### config.mk
export PLATFORM = sky130hd
export DESIGN_NAME = alu_mul_sequencer
export DESIGN_NICKNAME = d
export VERILOG_FILES = /design/src/rtl/alu_mul_sequencer.sv
export SDC_FILE = /design/constraint.sdc
export NUM_CORES = 1
export LEC_CHECK = 0
export ABC_AREA = 1
export BUFFER_PORTS_ARGS = -buffer_cell sky130_fd_sc_hd__buf_2
export CAP_MARGIN = 10
export CORE_MARGIN = 5
export CORE_UTILIZATION = 45
export CTS_CLUSTER_SIZE = 12
export DETAILED_ROUTE_END_ITERATION = 12
export PLACE_DENSITY = 0.78
export SYNTH_ARGS = -nofsm -noshare
export SYNTH_HDL_FRONTEND = slang
export SYNTH_SLANG_ARGS = --single-unit
### constraint.sdc
create_clock -name clk -period 2.1 [get_ports clk]
set_clock_uncertainty 0.15 [all_clocks]
set_input_delay 0.105 -clock clk [delete_from_list [all_inputs] [get_ports clk]]
set_output_delay 0.105 -clock clk [all_outputs]
set_load 0.01 [all_outputs]
### src/rtl/alu_mul_sequencer.sv
// ---------------------------------------------------------------------------
// alu_mul_sequencer
//
// Shift-and-add 32x32 -> 32 (low word) multiplier. It owns no adder or
// shifter: every arithmetic step is delegated to a shared ALU through
// alu_src_a/alu_src_b/alu_ctrl, and the combinational alu_result of the
// same cycle is captured at the next rising edge.
//
// Each multiplier bit costs SHL+SHR (2 cycles), plus an ADD (1 cycle) when
// the bit is set. With EARLY_EXIT=1 the loop stops as soon as the shifted
// multiplier becomes zero; otherwise it always runs 32 iterations.
//
// Ports
//   clk         clock, rising edge
//   rst_n       asynchronous active-low reset
//   start       begin a multiply (only looked at while idle)
//   op_a, op_b  multiplicand / multiplier, captured with start
//   busy        high in every state except IDLE
//   done        one-cycle pulse in the DONE state
//   product     registered result, held until the next completed multiply
//   alu_src_a   shared ALU operand A
//   alu_src_b   shared ALU operand B
//   alu_ctrl    shared ALU function: 000 add, 001 shl, 101 shr
//   alu_result  shared ALU result (combinational, same cycle)
// ---------------------------------------------------------------------------
module alu_mul_sequencer #(
  parameter bit EARLY_EXIT = 1'b1
) (
  input  logic        clk,
  input  logic        rst_n,
  input  logic        start,
  input  logic [31:0] op_a,
  input  logic [31:0] op_b,
  output logic        busy,
  output logic        done,
  output logic [31:0] product,
  output logic [31:0] alu_src_a,
  output logic [31:0] alu_src_b,
  output logic [2:0]  alu_ctrl,
  input  logic [31:0] alu_result
);

  localparam logic [2:0] ALU_ADD = 3'b000;
  localparam logic [2:0] ALU_SHL = 3'b001;
  localparam logic [2:0] ALU_SHR = 3'b101;

  typedef enum logic [2:0] {
    S_IDLE,
    S_ADD,
    S_SHL,
    S_SHR,
    S_DONE
  } state_t;

  state_t      state_q, state_d;
  logic [31:0] acc_q, acc_d;
  logic [31:0] mcand_q, mcand_d;
  logic [31:0] mult_q, mult_d;
  logic [5:0]  cnt_q, cnt_d;
  logic [31:0] product_q, product_d;

  always_ff @(posedge clk or negedge rst_n) begin
    if (!rst_n) begin
      state_q   <= S_IDLE;
      acc_q     <= '0;
      mcand_q   <= '0;
      mult_q    <= '0;
      cnt_q     <= '0;
      product_q <= '0;
    end else begin
      state_q   <= state_d;
      acc_q     <= acc_d;
      mcand_q   <= mcand_d;
      mult_q    <= mult_d;
      cnt_q     <= cnt_d;
      product_q <= product_d;
    end
  end

  always_comb begin
    state_d   = state_q;
    acc_d     = acc_q;
    mcand_d   = mcand_q;
    mult_d    = mult_q;
    cnt_d     = cnt_q;
    product_d = product_q;
    alu_ctrl  = ALU_ADD;
    alu_src_a = '0;
    alu_src_b = '0;

    case (state_q)
      S_IDLE: begin
        if (start) begin
          acc_d   = '0;
          mcand_d = op_a;
          mult_d  = op_b;
          cnt_d   = '0;
          if (EARLY_EXIT && (op_b == '0)) begin
            state_d = S_DONE;
          end else if (op_b[0]) begin
            state_d = S_ADD;
          end else begin
            state_d = S_SHL;
          end
        end
      end

      S_ADD: begin
        alu_ctrl  = ALU_ADD;
        alu_src_a = acc_q;
        alu_src_b = mcand_q;
        acc_d     = alu_result;
        state_d   = S_SHL;
      end

      S_SHL: begin
        alu_ctrl  = ALU_SHL;
        alu_src_a = mcand_q;
        alu_src_b = 32'd1;
        mcand_d   = alu_result;
        state_d   = S_SHR;
      end

      S_SHR: begin
        alu_ctrl  = ALU_SHR;
        alu_src_a = mult_q;
        alu_src_b = 32'd1;
        mult_d    = alu_result;
        cnt_d     = cnt_q + 6'd1;
        // Exit decision uses the freshly shifted multiplier from the ALU,
        // so the next bit to examine is alu_result[0], not mult_q[1].
        if ((cnt_q == 6'd31) || (EARLY_EXIT && (alu_result == '0))) begin
          state_d = S_DONE;
        end else if (alu_result[0]) begin
          state_d = S_ADD;
        end else begin
          state_d = S_SHL;
        end
      end

      S_DONE: begin
        product_d = acc_q;
        state_d   = S_IDLE;
      end

      default: begin
        state_d = S_IDLE;
      end
    endcase
  end

  assign busy    = (state_q != S_IDLE);
  assign done    = (state_q == S_DONE);
  assign product = product_q;

endmodule

==> results_dict.tcl, run 1 <==
set metrics [dict create \
    status "finished, violations left" \
    violations "setup timing" \
    vias 7200 \
    htree_levels 4 \
    hpwlAfterDp_mm 14.4 \
    die_h_um 131 \
    clk_path_buf_depth 2 \
    hold_path_class "in2async" \
    vdd_drop_max_mv 0.655 \
    drive_above_1_share_pct 27.5 \
    fin_ws_ps -6.65 \
    rr_startpoint "state_q[0]" \
    cts_tree "yes" \
    grt_pass1_wl_mm 35.4 \
    fmax_mhz 475 \
    rr_endpoint "mcand_q[24]" \
    end_kind "primary output" \
    timing.final.crit_share_pct 100 \
    gr-total-overflow 0 \
    n_fill_cell 1105 \
    synth_nets 889 \
    final_hold_viol_count 0 \
    final_common_cell "buf_2" \
    multi_input_area_sq_um 2500 \
    coreArea_sq_um 14400 \
    cts_sinks 137 \
    post-place-ws_ps 116 \
    synth_xor_area_share_pct 0 \
    pwr_density_cell_nw_per_um2 1410 \
    worstSetupPathType "reg2out" \
    synthMuxAreaShare_pct 0 \
    synth_compound_area_share_pct 21.3 \
    ys_warn_count 0 \
    setup_viol 1 \
    p_leak_uw 0.00496 \
    die_area_sq_um 17100 \
    maxCapViolCount 0 \
    synth.distinct_cells 27 \
    vias_per_cell 5.56 \
    final_cell_mix "buf_2, inv_1, dfrtp_1" \
    cp.arrival_ps 1850 \
    wl_mm 23.9 \
    grtUsageTotal_pct 26.9 \
    die_x_um 131 \
    rsz0062_at_grt "true" \
    post-place-cells 1141 \
    final_max_slew_viol_count 0 \
    grt_pass1_vias 7091 \
    firstDrtPassIters 6 \
    area_growth_pct 48.3 \
    seqCellArea_sq_um 3430 \
    num-nets-final 1199 \
    synth-adder-area-share_pct 0.191 \
    required_ps 1850 \
    initial_core_util_pct 45.5 \
    cts.clk_slew.worst_paths_ps 60 \
    avgRoutedWirePerCell_um 18.5 \
    clock_latency_ps 420 \
    syn_area_sq_um 6570 \
    ys_seq_area_share_pct 52.2 \
    ios 200 \
    grt_max_degree 56 \
    syn_avg_cell_area_sq_um 8.32 \
    synthSimpleGateAreaFrac_pct 14.2 \
    io_buffers 198 \
    place_congestion 0.899 \
    first_iter_violations 616 \
    netlist_instances 789 \
    r2r_slack_ps 70 \
    ys_ff_latch 137 \
    antenna_found_initial 0 \
    rows 44 \
    period_needed_ps 2110 \
    drc 0 \
    reg2reg_depth 9 \
    cts_root_buf "clkbuf_16" \
    postRouteAntennaNets 0 \
    startpoint_type "register" \
    stdcell_count 1295 \
    critPathMaxFanout 16 \
    numCtsBuffers 17 \
    synth_top_family_by_area "compound AO/OA/AOI/OAI gates" \
]
-- registers in the layout, summed over array words and instances (netlist names) --
register,flops
acc_q,32
mcand_q,32
mult_q,32
product,32
cnt_q,6
state_q,3
-- stage by stage --
step / hold WS (ps) / TNS, ps / utilization, % / instance area (sq um) / total power, uW
5_1_grt: 44.8 / -1060 / 67.5 / 9730 / 14500
6_report: 11.0 / -6.65 / 67.5 / 9730 / 13700
3_3_place_gp: -108 / 0 / 54.2 / 7820 / 9730
2_1_floorplan: -341 / 0 / - / 6570 / 7710
3_5_place_dp: -107 / 0 / 54.2 / 7820 / 9900
4_1_cts: 20.8 / -36.8 / 64.6 / 9320 / 12700
-- repair_timing --
action	CTS	global route
cloned	0	3
hold buffers	98	0
buffers inserted	0	22
gates resized for setup	5	39
hold endpoints to repair	236	0
pin swaps	0	4
endpoints found under the setup margin	30	41
-- critical path: stages, from the launching register on --
cell and delay (ps):
dfrtp_1 420, nor3_4 270, buf_4 170, buf_6 210, nand2_1 120, o221ai_4 80
buf_2 160
-- synthesized netlist by cell type, drive strengths merged --
master	instances	share of area [%]
nand2	112	6.5
o21ai	53	4.0
clkinv	1	0.057
clkbuf	21	1.2
a22o	1	0.13
o22ai	64	6.1
nand3	4	0.30
a211oi	17	1.9
a21oi	36	2.7
inv	143	8.2
nor3	16	1.3
buf	29	2.6
nor2	98	5.6
o211ai	17	1.9
o221ai	32	4.3
ha	1	0.19
nand4	5	0.48
o31ai	1	0.11
dfrtp	137	52
conb	1	0.057
-- logic make-up (layout without fill, tap and decap cells) --
group,after synthesis,in the layout
AOI/OAI and AO/OA,221,221
adders and majority gates,1,1
buffers and inverters,194,513
DFF,137,137
other,1,3
and+or+nand+nor,235,236
-- routing by layer --
layer / wire (um) / up-vias / track usage (%)
li1: - / 3260 / -
met1: 8780 / 3379 / 31.7
met2: 12100 / 457 / 46.2
met3: 1900 / 104 / 5.12
met4: 1130 / 0 / 14.7
met5: 0 / - / 0
-- worst max path at each step --
| stage | startpoint | to | cells past startpoint |
|---|---|---|---|
| after floorplan | state_q[0] | mult_q[10] | 8 |
| after global placement | state_q[1] | mult_q[22] | 6 |
| after detailed placement | state_q[2] | mult_q[5] | 5 |
| after CTS | state_q[2] | alu_src_a[27] | 5 |
| after global routing | state_q[1] | alu_src_a[12] | 7 |
| final | state_q[1] | alu_src_a[12] | 6 |
-- final cells by class --
type	instances	area share (%)
well taps	184	2.37
repair buffers	340	25.8
clock inverters	4	0.206
diodes	2	0.0514
flip-flops and latches	137	35.2
clock buffers	25	4.99
inverters	144	5.66
multi-input cells	459	25.7
-- power by group --
part	internal, uW	total, uW	switching, uW
sequential	3590	3980	384
combinational	2780	7090	4310
clock	1570	2630	1050
total	7950	13700	5750
No activity file was read; power rests on OpenSTA's default activity.
==> inputs of run 2 (changes only) <==
--- a/config.mk
+++ b/config.mk
@@ -9,10 +9,10 @@
 export BUFFER_PORTS_ARGS = -buffer_cell sky130_fd_sc_hd__buf_2
 export CAP_MARGIN = 10
 export CORE_MARGIN = 5
-export CORE_UTILIZATION = 45
+export CORE_UTILIZATION = 52
 export CTS_CLUSTER_SIZE = 12
 export DETAILED_ROUTE_END_ITERATION = 12
-export PLACE_DENSITY = 0.78
+export PLACE_DENSITY = 0.88
 export SYNTH_ARGS = -nofsm -noshare
 export SYNTH_HDL_FRONTEND = slang
 export SYNTH_SLANG_ARGS = --single-unit
==> run 2 against run 1 <==
  * Critical path depth unchanged
  * Utilization up 7.9 points
  * Non-clock buffer count down 21
  * Largest power group unchanged
  * Sequential share of layout area up 1.1 points
  * Register-to-register slack better by 190 ps
  * Hold slack better by 16 ps
  * Cell area down 3.0%
  * Largest cell class unchanged
  * Maximum frequency up 0.66%
  * Global-route usage up 5.2 points
  * The flow now finishes without violations
==> results_dict.tcl, run 2 (synthesis gave the netlist of run 1 again) <==
set metrics [dict create \
    cts_sinks 137 \
    first_iter_violations 777 \
    htree_levels 4 \
    cts_root_buf "clkbuf_16" \
    vias 7378 \
    startpoint_type "register" \
    initial_core_util_pct 52.4 \
    p_sw_uw 5610 \
    area_growth_pct 43.8 \
    p_clk_share_pct 24.5 \
    final_cell_area_sq_um 9440 \
    grt_pass1_vias 7704 \
    cp.arrival_ps 1840 \
    end_kind "primary output" \
    pwr_density_cell_nw_per_um2 1440 \
    gr-total-overflow 0 \
    pwr-share-seq_pct 29.3 \
    avgRoutedWirePerCell_um 18.9 \
    numCtsBuffers 17 \
    final_cell_mix "buf_2, dfrtp_1, inv_1" \
    grtUsageTotal_pct 32.1 \
    final_hold_viol_count 0 \
    worstSetupPathType "reg2out" \
    final_common_cell "buf_2" \
    die_area_sq_um 15000 \
    antenna_found_initial 0 \
    drc 0 \
    required_ps 1850 \
    p_int_uw 8000 \
    ios 200 \
    die_h_um 122 \
    tns_ps 0 \
    p_leak_uw 0.00484 \
    r2r_slack_ps 260 \
    fmax_mhz 478 \
    status "finished clean" \
    io_buffers 198 \
    swShare_pct 41.2 \
    critPathMaxFanout 31 \
    hold_path_class "in2async" \
    firstDrtPassIters 7 \
    rsz0062_at_grt "true" \
    startpoint "state_q[0]" \
    coreArea_sq_um 12500 \
    clock_latency_ps 420 \
    grt_pass1_wl_mm 37.3 \
    vdd_drop_max_mv 0.808 \
    maxCapViolCount 0 \
    num-nets-final 1177 \
    pwr-share-comb_pct 46.2 \
    rr_startpoint "state_q[0]" \
    postRouteAntennaNets 0 \
    post-cts-setup-buffer-count 0 \
    hpwlAfterDp_mm 14.0 \
    dpl_cell_area_sq_um 7740 \
    reg2reg_depth 8 \
    die_x_um 122 \
    cts_tree "yes" \
    wl_mm 23.9 \
    final_max_slew_viol_count 0 \
    timing.final.crit_share_pct 99.7 \
    period_needed_ps 2090 \
    vias_per_cell 5.84 \
    cts.clk_slew.worst_paths_ps 60 \
    clk_path_buf_depth 2 \
    rows 41 \
    setup_viol 0 \
    total_power_uw 13600 \
    drive_above_1_share_pct 25.0 \
    place_congestion 0.911 \
    grt_max_degree 67 \
    rr_endpoint "mcand_q[20]" \
]
run 2: how the worst max path moves through the flow:
stage / to / slack [ps] / cells after the start
detailed placement: mult_q[13] / 150 / 7
floorplan: mult_q[10] / 490 / 8
finish: alu_src_b[17] / 7 / 6
CTS: alu_src_b[24] / -8 / 5
global route: alu_src_b[17] / -50 / 6
global placement: mult_q[29] / 250 / 7
run 2: repair_timing:
item | in CTS | in global routing
hold endpoints to repair | 236 | 0
hold buffers | 98 | 0
endpoints found under the setup margin | 21 | 80
pin swaps | 0 | 1
gates resized for setup | 4 | 12
run 2: layer usage:
layer | wire, um | part of all wire [%] | global-route usage [%] | up-vias
met2 | 11900 | 50 | 53.9 | 566
met5 | 0 | 0 | 0 | -
met1 | 8440 | 35 | 35.9 | 3465
met3 | 2190 | 9.2 | 7.05 | 138
met4 | 1320 | 5.5 | 23.3 | 0
li1 | - | - | - | 3209
run 2: layout make-up:
type	count	area, sq um
antenna	1	2.50
sequential	137	3430
timing repair buffer	319	2200
clock buffer	20	467
fill	852	3080
multi-input combinational	458	2380
inverter	144	549
clock inverter	12	194
tap	172	215
run 2: stage by stage:
step | cells | utilization, % | hold WS [ps] | setup WS (ps)
floorplan | 789 | - | -341 | 494
global placement | 1132 | 61.8 | -85.0 | 249
detailed placement | 1132 | 61.8 | -78.8 | 153
CTS | 1262 | 75.1 | 46.5 | -7.68
global route | 1262 | 75.4 | 84.5 | -48.5
finish | 1263 | 75.4 | 27.2 | 7.25
run 2: worst max-delay path: stages (launching register included):
cell and delay, ps:
dfrtp_1 400, inv_2 80, nor3_4 260, inv_4 140
buf_8 200, nor2_1 170, buf_2 160
run 2: power groups by stage:
stage                     logic (uW)  registers (uW)  clock network, uW
after global routing            6820            4070               3460
after detailed placement        5750            4000                  0
after floorplan                 3810            3900                  0
final                           6290            3990               3330
after global placement          5600            3960                  0
after CTS                       5980            3970               3340
